==> config.mk <==
export PLATFORM = sky130hd
export DESIGN_NAME = irq_ctrl
export DESIGN_NICKNAME = d
export VERILOG_FILES = /design/src/rtl/irq_ctrl.sv
export SDC_FILE = /design/constraint.sdc
export NUM_CORES = 1
export LEC_CHECK = 0
export CAP_MARGIN = 20
export CORE_UTILIZATION = 35
export DETAILED_ROUTE_END_ITERATION = 10
export GPL_ROUTABILITY_DRIVEN = 0
export HOLD_SLACK_MARGIN = 0.03
export MAX_ROUTING_LAYER = met4
export PLACE_DENSITY = 0.72
export SYNTH_ARGS = -nofsm -noshare
export SYNTH_HDL_FRONTEND = slang
export SYNTH_SLANG_ARGS = --single-unit
==> constraint.sdc <==
create_clock -name clk -period 1.55 [get_ports clk]
set_clock_uncertainty 0.05 [all_clocks]
set_input_delay 0.31 -clock clk [delete_from_list [all_inputs] [get_ports clk]]
set_output_delay 0.31 -clock clk [all_outputs]
set_load 0.02 [all_outputs]
==> src/rtl/irq_ctrl.sv <==
// Interrupt controller: latches rising edges on peripheral lines, masks and prioritises them,
// and presents a single registered request to the CU with ack / end-of-interrupt handshake.
//
// state | meaning
// IDLE  | nothing presented; picks the lowest eligible index when any line is eligible
// REQ   | hwint asserted for irq_id; waits for ack, or withdraws if that line loses eligibility
// SVC   | acknowledged source in service; waits for eoi, new edges keep latching
module irq_ctrl #(
  parameter int NUM_IRQ = 8,
  parameter int ID_W    = $clog2(NUM_IRQ)
) (
  input  logic               clk,
  input  logic               rst,
  input  logic [NUM_IRQ-1:0] irq,
  input  logic               mask_wr,
  input  logic [NUM_IRQ-1:0] mask_in,
  output logic [NUM_IRQ-1:0] mask,
  output logic [NUM_IRQ-1:0] pending,
  output logic [NUM_IRQ-1:0] ovr,
  input  logic               ovr_clr,
  output logic               hwint,
  input  logic               ack,
  output logic [ID_W-1:0]    irq_id,
  input  logic               eoi,
  output logic               in_svc
);

  typedef enum logic [1:0] {
    ST_IDLE = 2'd0,
    ST_REQ  = 2'd1,
    ST_SVC  = 2'd2
  } state_t;

  state_t             state_q, state_d;
  logic [NUM_IRQ-1:0] irq_q;
  logic [NUM_IRQ-1:0] pending_q, pending_d;
  logic [NUM_IRQ-1:0] ovr_q, ovr_d;
  logic [NUM_IRQ-1:0] mask_q, mask_d;
  logic [ID_W-1:0]    irq_id_q, irq_id_d;
  logic               hwint_q, in_svc_q;

  logic [NUM_IRQ-1:0] edge_v;
  logic [NUM_IRQ-1:0] elig;
  logic [NUM_IRQ-1:0] clr_vec;
  logic [ID_W-1:0]    winner;
  logic               ack_take;

  assign edge_v = irq & ~irq_q;
  assign elig   = pending_q & mask_q;

  // Scan from the top down so the lowest set index is the last assignment.
  always_comb begin
    winner = '0;
    for (int i = NUM_IRQ - 1; i >= 0; i--) begin
      if (elig[i]) winner = ID_W'(i);
    end
  end

  always_comb begin
    state_d  = state_q;
    irq_id_d = irq_id_q;
    ack_take = 1'b0;
    case (state_q)
      ST_IDLE: begin
        if (elig != '0) begin
          state_d  = ST_REQ;
          irq_id_d = winner;
        end
      end
      ST_REQ: begin
        if (ack) begin
          state_d  = ST_SVC;
          ack_take = 1'b1;
        end else if (!elig[irq_id_q]) begin
          state_d = ST_IDLE;
        end
      end
      ST_SVC: begin
        if (eoi) state_d = ST_IDLE;
      end
      default: state_d = ST_IDLE;
    endcase
  end

  // A new edge on the acknowledged line in the same cycle must survive the clear.
  always_comb begin
    clr_vec = '0;
    if (ack_take) clr_vec[irq_id_q] = 1'b1;
    pending_d = (pending_q & ~clr_vec) | edge_v;
    ovr_d     = (ovr_clr ? '0 : ovr_q) | (edge_v & pending_q);
    mask_d    = mask_wr ? mask_in : mask_q;
  end

  always_ff @(posedge clk or posedge rst) begin
    if (rst) begin
      state_q   <= ST_IDLE;
      irq_id_q  <= '0;
      hwint_q   <= 1'b0;
      in_svc_q  <= 1'b0;
      irq_q     <= '0;
      pending_q <= '0;
      ovr_q     <= '0;
      mask_q    <= '0;
    end else begin
      state_q   <= state_d;
      irq_id_q  <= irq_id_d;
      hwint_q   <= (state_d == ST_REQ);
      in_svc_q  <= (state_d == ST_SVC);
      irq_q     <= irq;
      pending_q <= pending_d;
      ovr_q     <= ovr_d;
      mask_q    <= mask_d;
    end
  end

  assign mask    = mask_q;
  assign pending = pending_q;
  assign ovr     = ovr_q;
  assign hwint   = hwint_q;
  assign irq_id  = irq_id_q;
  assign in_svc  = in_svc_q;

endmodule

==> results.yml, run 1 <==
status:
  outcome: "finished, final reports clean"
power:
  total_power_w: 0.003829
  peakVddDrop_v: 0.0008200
  power.density_nw_per_um2: 1570
  p_leak_nw: 1.084
worst_setup_path:
  reg2reg_to: "state_q[0]"
  critPathMaxFanout: 5
  crit_type: "flip-flop to flip-flop"
  crit_path_start_kind: "flip-flop"
  ff2ff_setup_slack_ns: 0.03
  crit_start: "mask[4]"
  crit_end: "state_q[0]"
  r2r_cells: 3
  rr_startpoint: "mask[4]"
  crit_required_ns: 1.65
  arrival_ns: 1.62
  cp-end-kind: "flip-flop"
grt:
  grt_pass1_wl_mm: 6.527
  antenna_found_initial: 0
  grt_pass1_vias: 1408
  gr-usage-all-layers_pct: 17.53
  grt-ovfl-total: 0
  grt_start_max_net_pins: 40
timing:
  post-route-min-period_ns: 1.522
  finalMaxSlewViolations: 0
  tightest_slew_ns: 0.3731
  hold_viol_final: 0
  fmax_ghz: 0.6570
  slew_headroom_pct: 75.04
  fin_crit_sh_pct: 98.19
  finalSetupViolCount: 0
  grt_setup_unrepaired: "true"
clock_tree:
  cts_tree: "built"
  cts-root-buf: "clkbuf_8"
  clockBufferDepth: 2
  cts_made_buffers: 5
  cts_setup_buffers: 0
  holdBufCountCts: 0
  cts.sinks: 39
  path_clk_slew_ns: 0.07
  htree_levels: 2
  insertion_delay_ns: 0.29
die:
  die_x_um: 70.83
  initial_utilization_pct: 37.30
  num_rows: 24
  die_area_um2: 5016
  fp.coreArea_um2: 4444
  io_pins: 51
  die_height_um: 70.83
drt:
  vias_per_cell: 5.135
  drt-initial-drc-count: 115
  wl_per_cell_um: 14.45
  drt-total-wl_mm: 3.858
  wl_met2_mm: 1.718
  m1WireLength_mm: 1.805
  top_layer: "met4"
  drc: 0
  vias: 1371
  drtAntennaViolNets: 0
  drt_first_pass_iters: 6
  met3_length_um: 259
logic_synthesis:
  synth_seq_area_share_pct: 58.87
  syn_nets: 168
  syn_area_per_cell_um2: 11.36
  yosysWarningCount: 0
  ys_ff_latch: 39
  yosysUniqueCellTypes: 28
  synth_area_um2: 1658
  synthCells: 146
cells_and_area:
  fin_nets: 236
  n_antenna_cell: 0
  drive_gt1_share_pct: 15.81
  synthToLayoutAreaGrowth_pct: 47.09
  finalInstanceArea_um2: 2439
place:
  dpl.hpwl_mm: 2.838
  placed_area_um2: 2340
  port_buffers: 50
worst_hold_path:
  hold_class: "input port to asynchronous set/reset pin"
job:
  maxCapViolations: 0
## where the power goes
part	switching, W	internal, W	leakage, nW
registers	0.000197	0.00124	0.444
clock network	0.000350	0.000643	0.0654
logic	0.000770	0.000633	0.575
## cells by family after synthesis
group	after synthesis	share of synthesized area (%)
flip-flops	39	58.87
multiplexers	8	5.434
buffers and inverters	22	5.132
AO/OA/AOI/OAI	52	22.04
AND/OR/NAND/NOR	25	8.528
## worst min path at each step
| stage | from | endpoint | depth (start not counted) |
|---|---|---|---|
| finish | rst | ovr[7] | 3 |
| global route | rst | ovr[6] | 3 |
| CTS | rst | ovr[7] | 3 |
| detailed placement | irq_q[6] | pending[6] | 1 |
| global placement | irq_q[4] | pending[4] | 1 |
| floorplan | irq[0] | irq_q[0] | 0 |
## what timing repair did
| action | 4_1_cts | 5_1_grt |
|---|---|---|
| resized for setup | 29 | 2 |
| setup endpoints to repair | 29 | 5 |
| pin swaps | 0 | 4 |
## registers in the layout, indices dropped and copies added, names as in the netlist
| name | flops |
|---|---|
| irq_q | 8 |
| ovr | 8 |
| mask | 8 |
| pending | 8 |
| in_svc | 1 |
| irq_id | 3 |
| state_q | 2 |
| hwint | 1 |
## layer usage
metal	GRT usage, %	vias to the layer above
li1	-	666
met1	22.05	643
met2	25.64	54
met3	5.556	8
met4	8.444	0
met5	-	-
## worst max-delay path: stages (launching register included)
cell     delay, ns
dfrtp_1       0.43
a22o_1        0.30
o41ai_4       0.46
o31ai_1       0.15
## cells in the mapped netlist
cell type  count  share of area [%]
buf_2          2               0.60
o21ai_0       23                6.9
a22oi_1        2               0.91
a211o_2        1               0.60
a32o_1         2                1.2
o211ai_1       2               0.91
nand3b_1       9                4.1
o41ai_4        1                1.7
a21oi_1        5                1.5
a311oi_1       1               0.53
o31ai_1        5                2.3
a22o_4         1                1.1
nor2_1         2               0.45
dfrtp_1       39                 59
a211oi_1       1               0.45
or2_1          1               0.38
mux2_2         8                5.4
a22o_1         3                1.6
o32a_1         1               0.60
nand3_1        1               0.30
nand2b_1       4                1.5
clkbuf_1       1               0.23
a222oi_1       1               0.60
nand2_1        8                1.8
inv_1         19                4.3
o21a_1         1               0.45
o21ai_1        1               0.30
a21boi_0       1               0.45
## placed cells by master (no fill, tap or decap), types with 2 or more instances in the layout
| cell type | synthesis | layout |
|---|---|---|
| clkdlybuf4s50_1 | 0 | 21 |
| clkbuf_8 | 0 | 5 |
| nand2b_1 | 4 | 4 |
| mux2_2 | 8 | 8 |
| dfrtp_2 | 0 | 2 |
| a21oi_1 | 5 | 5 |
| inv_1 | 19 | 19 |
| buf_12 | 0 | 2 |
| a22oi_1 | 2 | 2 |
| dfrtp_1 | 39 | 37 |
| bufinv_16 | 0 | 2 |
| buf_4 | 0 | 12 |
| o21ai_0 | 23 | 23 |
| nor2_1 | 2 | 2 |
| a32o_1 | 2 | 2 |
| nand2_1 | 8 | 8 |
| a22o_1 | 3 | 3 |
| o211ai_1 | 2 | 2 |
| o31ai_1 | 5 | 5 |
| nand3b_1 | 9 | 9 |
| dlygate4sd2_1 | 0 | 29 |
## metrics by stage
stage	TNS [ns]	utilization (%)	hold WS [ns]	worst slack [ns]	std cells
final	0	54.87	0.3129	0.02802	267
after floorplan	0	-	0.2914	0.05069	146
after detailed placement	-0.5710	52.65	0.3808	-0.1500	259
after global routing	-0.06621	54.87	0.3534	-0.02498	267
after CTS	0	54.81	0.3137	0.01605	267
after global placement	-0.3403	52.65	0.3754	-0.1021	259
## layout make-up
class,count,area [um^2]
well taps,52,65.06
fillers,397,2006
flip-flops and latches,39,978.4
clock buffers,6,72.57
multi-input cells,85,596.8
repair buffers,64,594.3
clock inverters,2,60.06
inverters,19,71.32
Note: power is estimated with default switching activity, not from simulation.
==> inputs of run 2 (changes only) <==
GPL_TIMING_DRIVEN = 0   (was not set)
==> results.yml, run 2 (synthesized netlist as in run 1, its figures left out) <==
grt:
  gr-usage-all-layers_pct: 17.64
  antenna_found_initial: 0
  gr-usage-met2_pct: 26.50
  met1_usage_pct: 22.49
  grt_pass1_vias: 1375
  grt-ovfl-total: 0
  grt_util_met3_pct: 5.271
  grt_pass1_wl_mm: 6.520
  grt_start_max_net_pins: 40
  grt_busiest_layer: "met2"
clock_tree:
  path_clk_slew_ns: 0.07
  cts_made_buffers: 5
  insertion_delay_ns: 0.29
  cts.sinks: 39
  cts-root-buf: "clkbuf_8"
  clockBufferDepth: 2
  cts_tree: "built"
  holdBufCountCts: 0
  htree_levels: 2
drt:
  vias: 1355
  drt-initial-drc-count: 79
  wl_per_cell_um: 14.49
  drtAntennaViolNets: 0
  drc: 0
  drt_first_pass_iters: 7
  vias_per_cell: 5.293
  drt-total-wl_mm: 3.710
worst_setup_path:
  cpPeakStageDelay_ns: 0.45
  crit_end: "hwint"
  crit_chain: "a22o_1 -> o41ai_4 -> o31ai_1"
  reg2reg_to: "hwint"
  crit_path_start_kind: "flip-flop"
  cp-end-kind: "flip-flop"
  crit_start: "pending[4]"
  cp_slowest_cell: "dfrtp_2"
  ff2ff_setup_slack_ns: 0.06
  critPathMaxFanout: 6
  rr_startpoint: "pending[4]"
  crit_type: "flip-flop to flip-flop"
  crit_required_ns: 1.65
  r2r_cells: 3
  arrival_ns: 1.59
cells_and_area:
  fin_nets: 227
  finalInstanceArea_um2: 2277
  n_antenna_cell: 0
  synthToLayoutAreaGrowth_pct: 37.36
  fillers: 421
  layout_common_cells: "35 x dfrtp_1, 29 x dlygate4sd2_1, 23 x o21ai_0, 20 x clkdlybuf4s50_1, 18 x inv_1"
  final_common_cell: "dfrtp_1"
  drive_gt1_share_pct: 12.75
power:
  p_leak_nw: 0.9992
  power.density_nw_per_um2: 1480
  peakVddDrop_v: 0.0007282
timing:
  slew_headroom_pct: 46.79
  grt_setup_unrepaired: "true"
  tightest_slew_ns: 0.7969
  finalSetupViolCount: 0
  hold_viol_final: 0
  post-route-min-period_ns: 1.488
  fmax_ghz: 0.6720
  fin_crit_sh_pct: 96.00
  finalMaxSlewViolations: 0
  fin_ws_ns: 0.06201
place:
  port_buffers: 49
  dpl_worst_slack_ns: -0.1628
  dpl.hpwl_mm: 2.664
  placed_area_um2: 2213
die:
  die_height_um: 70.83
  fp.coreArea_um2: 4444
  num_rows: 24
  io_pins: 51
  die_x_um: 70.83
  die_area_um2: 5016
  initial_utilization_pct: 37.30
status:
  outcome: "finished, final reports clean"
job:
  maxCapViolations: 0
worst_hold_path:
  hold_class: "flip-flop to flip-flop"
[run 2: how the worst min path moves through the flow]
stage	start	end	slack [ns]	cells past startpoint
floorplan	irq[0]	irq_q[0]	0.29	0
global placement	irq_q[7]	pending[7]	0.37	1
detailed placement	irq_q[6]	pending[6]	0.38	1
CTS	irq_q[4]	pending[4]	0.39	1
global route	irq_q[0]	pending[0]	0.41	1
finish	irq_q[2]	pending[2]	0.38	1
[run 2: repair_timing]
item | 4_1_cts | 5_1_grt
buffers inserted | 0 | 3
endpoints found under the setup margin | 29 | 6
pin swaps | 0 | 1
resized for setup | 29 | 4
[run 2: final cells by class]
cell class	count	area, um^2	share of cell area, %
Buffer	3	13.76	0.6044
Clock buffer	6	72.57	3.187
Inverter	19	71.32	3.132
Multi-Input combinational cell	85	596.8	26.21
Sequential cell	39	980.9	43.08
Tap cell	52	65.06	2.857
Timing Repair Buffer	52	476.7	20.93
[run 2: metal layers]
metal / wire length, um / part of all wire, %
met4: 86 / 2.3
met5: 0 / 0
met2: 1664 / 45
met3: 264 / 7.1
met1: 1694 / 46
[run 2: worst max-delay path: cells and delay by family (launching register included)]
kind	cells	cell delay, ns
DFF	1	0.45
AOI/OAI and AO/OA	3	0.86
[run 2: power by group]
part / internal [W] / total, W / switching, W
Sequential: 0.00124 / 0.00146 / 0.000221
Clock: 0.000299 / 0.000614 / 0.000315
Combinational: 0.000567 / 0.00130 / 0.000729
[run 2: through the flow]
| step | power, W | setup TNS [ns] | hold slack (ns) | util, % | instances |
|---|---|---|---|---|---|
| 4_1_cts | 0.003360 | 0 | 0.3906 | 50.62 | 253 |
| 5_1_grt | 0.003623 | -0.03039 | 0.4072 | 51.24 | 256 |
| 6_report | 0.003371 | 0 | 0.3824 | 51.24 | 256 |
| 2_1_floorplan | 0.002258 | 0 | 0.2914 | - | 146 |
| 3_3_place_gp | 0.002840 | -20.97 | 0.3718 | 49.80 | 247 |
| 3_5_place_dp | 0.002863 | -0.9498 | 0.3799 | 49.80 | 247 |
==> variant, RTL diff (settings of run 1) <==
Reset style: synchronous (`rst`), changed in one clocked block.
--- a/src/rtl/irq_ctrl.sv
+++ b/src/rtl/irq_ctrl.sv
@@ -93,3 +93,3 @@
 
-  always_ff @(posedge clk or posedge rst) begin
+  always_ff @(posedge clk) begin
     if (rst) begin
Behaviour: differs if rst is asserted again (counterexample within 4 cycles, from zero or initial values and one cycle with rst high); with rst held inactive, the same outputs for 10 cycles.
==> variant against run 1 <==
- first-iteration DRC count decreased by 30%
- fmax increased by 4.3%
- routed wire length decreased by 6.9%
- sequential share of layout area decreased by 5.9 points
- synthesized cell count increased by 14%
- count of clock-buffer cells in the layout increased by 2
- synthesized area decreased by 4.7%
- sequential cell count unchanged
- cell area decreased by 6.4%
- setup slack improved by 0.063 ns
Power is not compared: it rests on default switching activity, and its combinational part moved more than twofold at a synthesized area within 25%.
==> variant: results (changes against run 1) <==
{
  "detailed_place_hpwl": {"value": 2.657, "unit": "mm", "change": "was 2.838 mm"},
  "synth.yosys.seq_area_share": {"value": 49.41, "unit": "%", "change": "was 58.87%"},
  "ys_types": {"value": 31, "change": "was 28"},
  "synth.top_cell.area_share": {"value": 49.41, "unit": "%", "change": "was 58.87%"},
  "critical_path.reg2reg.endpoint": {"value": "hwint$_SDFF_PP0_", "change": "was state_q[0]$_DFF_PP0_"},
  "critical-path-slowest-cell": {"value": "sky130_fd_sc_hd__dfxtp_1", "change": "was sky130_fd_sc_hd__o41ai_4"},
  "route.met3.wl": {"value": 187, "unit": "um", "change": "was 259 um"},
  "globalRouteTotalUtil": {"value": 16.33, "unit": "%", "change": "was 17.53%"},
  "worst_setup_path_start": {"value": "irq_id[0]$_SDFFE_PP0P_", "change": "was mask[4]$_DFFE_PP0P_"},
  "die_width": {"value": 69.20, "unit": "um", "change": "was 70.83 um"},
  "grt_start_max_net_pins": {"value": 30, "change": "was 40"},
  "drtIter0Drc": {"value": 81, "change": "was 115"},
  "critical_path.top_delay_family": {"value": "flip-flops", "change": "was compound AO/OA/AOI/OAI gates"},
  "routed_wl": {"value": 3.593, "unit": "mm", "change": "was 3.858 mm"},
  "grt_pass1_wl": {"value": 6.003, "unit": "mm", "change": "was 6.527 mm"},
  "synth.net_count": {"value": 188, "change": "was 168"},
  "worstPathMaxFanout": {"value": 6, "change": "was 5"},
  "gr-usage-met3": {"value": 5.669, "unit": "%", "change": "was 5.556%"},
  "synth.area.top_cells": {"value": "sky130_fd_sc_hd__dfxtp_1, sky130_fd_sc_hd__nand2b_1, sky130_fd_sc_hd__a21oi_1", "change": "was sky130_fd_sc_hd__dfrtp_1, sky130_fd_sc_hd__o21ai_0, sky130_fd_sc_hd__mux2_2"},
  "hold_class": {"value": "reg2reg", "change": "was in2async"},
  "r2r.worst_path.cells": {"value": 4, "change": "was 3"},
  "dp_slack": {"value": -0.1721, "unit": "ns", "change": "was -0.1500 ns"},
  "nets": {"value": 250, "change": "was 236"},
  "timing.final.crit_share": {"value": 94.13, "unit": "%", "change": "was 98.19%"},
  "grt_pass1_vias": {"value": 1326, "change": "was 1,408"},
  "tightestPinTransition": {"value": 0.3901, "unit": "ns", "change": "was 0.3731 ns"},
  "outcome": {"value": "finished, final reports clean", "change": "unchanged"},
  "crit_arrival": {"value": 1.10, "unit": "ns", "change": "was 1.62 ns"},
  "fillcell_total": {"value": 410, "change": "was 397"},
  "worst_hold_slack": {"value": 0.4181, "unit": "ns", "change": "was 0.3129 ns"},
  "synth.area.mux_share": {"value": 6.492, "unit": "%", "change": "was 5.434%"}
}
## variant: changes by cell type after synthesis, moves of 4 or more
cell | before | now
sky130_fd_sc_hd__dfrtp_1 | 39 | 0
sky130_fd_sc_hd__dfxtp_1 | 0 | 39
sky130_fd_sc_hd__inv_1 | 19 | 2
sky130_fd_sc_hd__nand2b_1 | 4 | 20
sky130_fd_sc_hd__a21oi_1 | 5 | 19
sky130_fd_sc_hd__o21ai_0 | 23 | 9
sky130_fd_sc_hd__mux2_2 | 8 | 0
sky130_fd_sc_hd__mux2i_1 | 0 | 8
sky130_fd_sc_hd__nor2b_1 | 0 | 8
sky130_fd_sc_hd__nor2_1 | 2 | 9
sky130_fd_sc_hd__clkbuf_1 | 1 | 5
## variant: layout make-up
class                      count  area, um^2  area share [%]
timing repair buffer          62       566.8           24.82
tap                           52       65.06           2.849
clock buffer                   8       100.1           4.384
inverter                       2       7.507          0.3288
sequential                    39       780.7           34.19
multi-input combinational    118       763.2           33.42
## variant: metrics by stage
step	TNS, ns	util (%)	std cells	area, um^2
final	0	52.44	281	2283
after global placement	-0.5716	50.98	273	2220
after global routing	0	52.44	281	2283
after detailed placement	-0.6898	50.98	273	2220
after CTS	0	52.44	281	2283
after floorplan	0	-	166	1580
## variant: power by group through the flow
stage / clock, mW / combinational [mW] / sequential, mW
after global routing: 0.813 / 0.421 / 1.14
final: 0.739 / 0.388 / 1.13
after CTS: 0.763 / 0.391 / 1.13
after floorplan: 0 / 0.150 / 1.20
after detailed placement: 0 / 0.423 / 1.15
after global placement: 0 / 0.418 / 1.15
## variant: what timing repair did
action	in CTS	in global routing
gates resized for setup	29	1
hold buffers	0	0
setup endpoints to repair	29	1
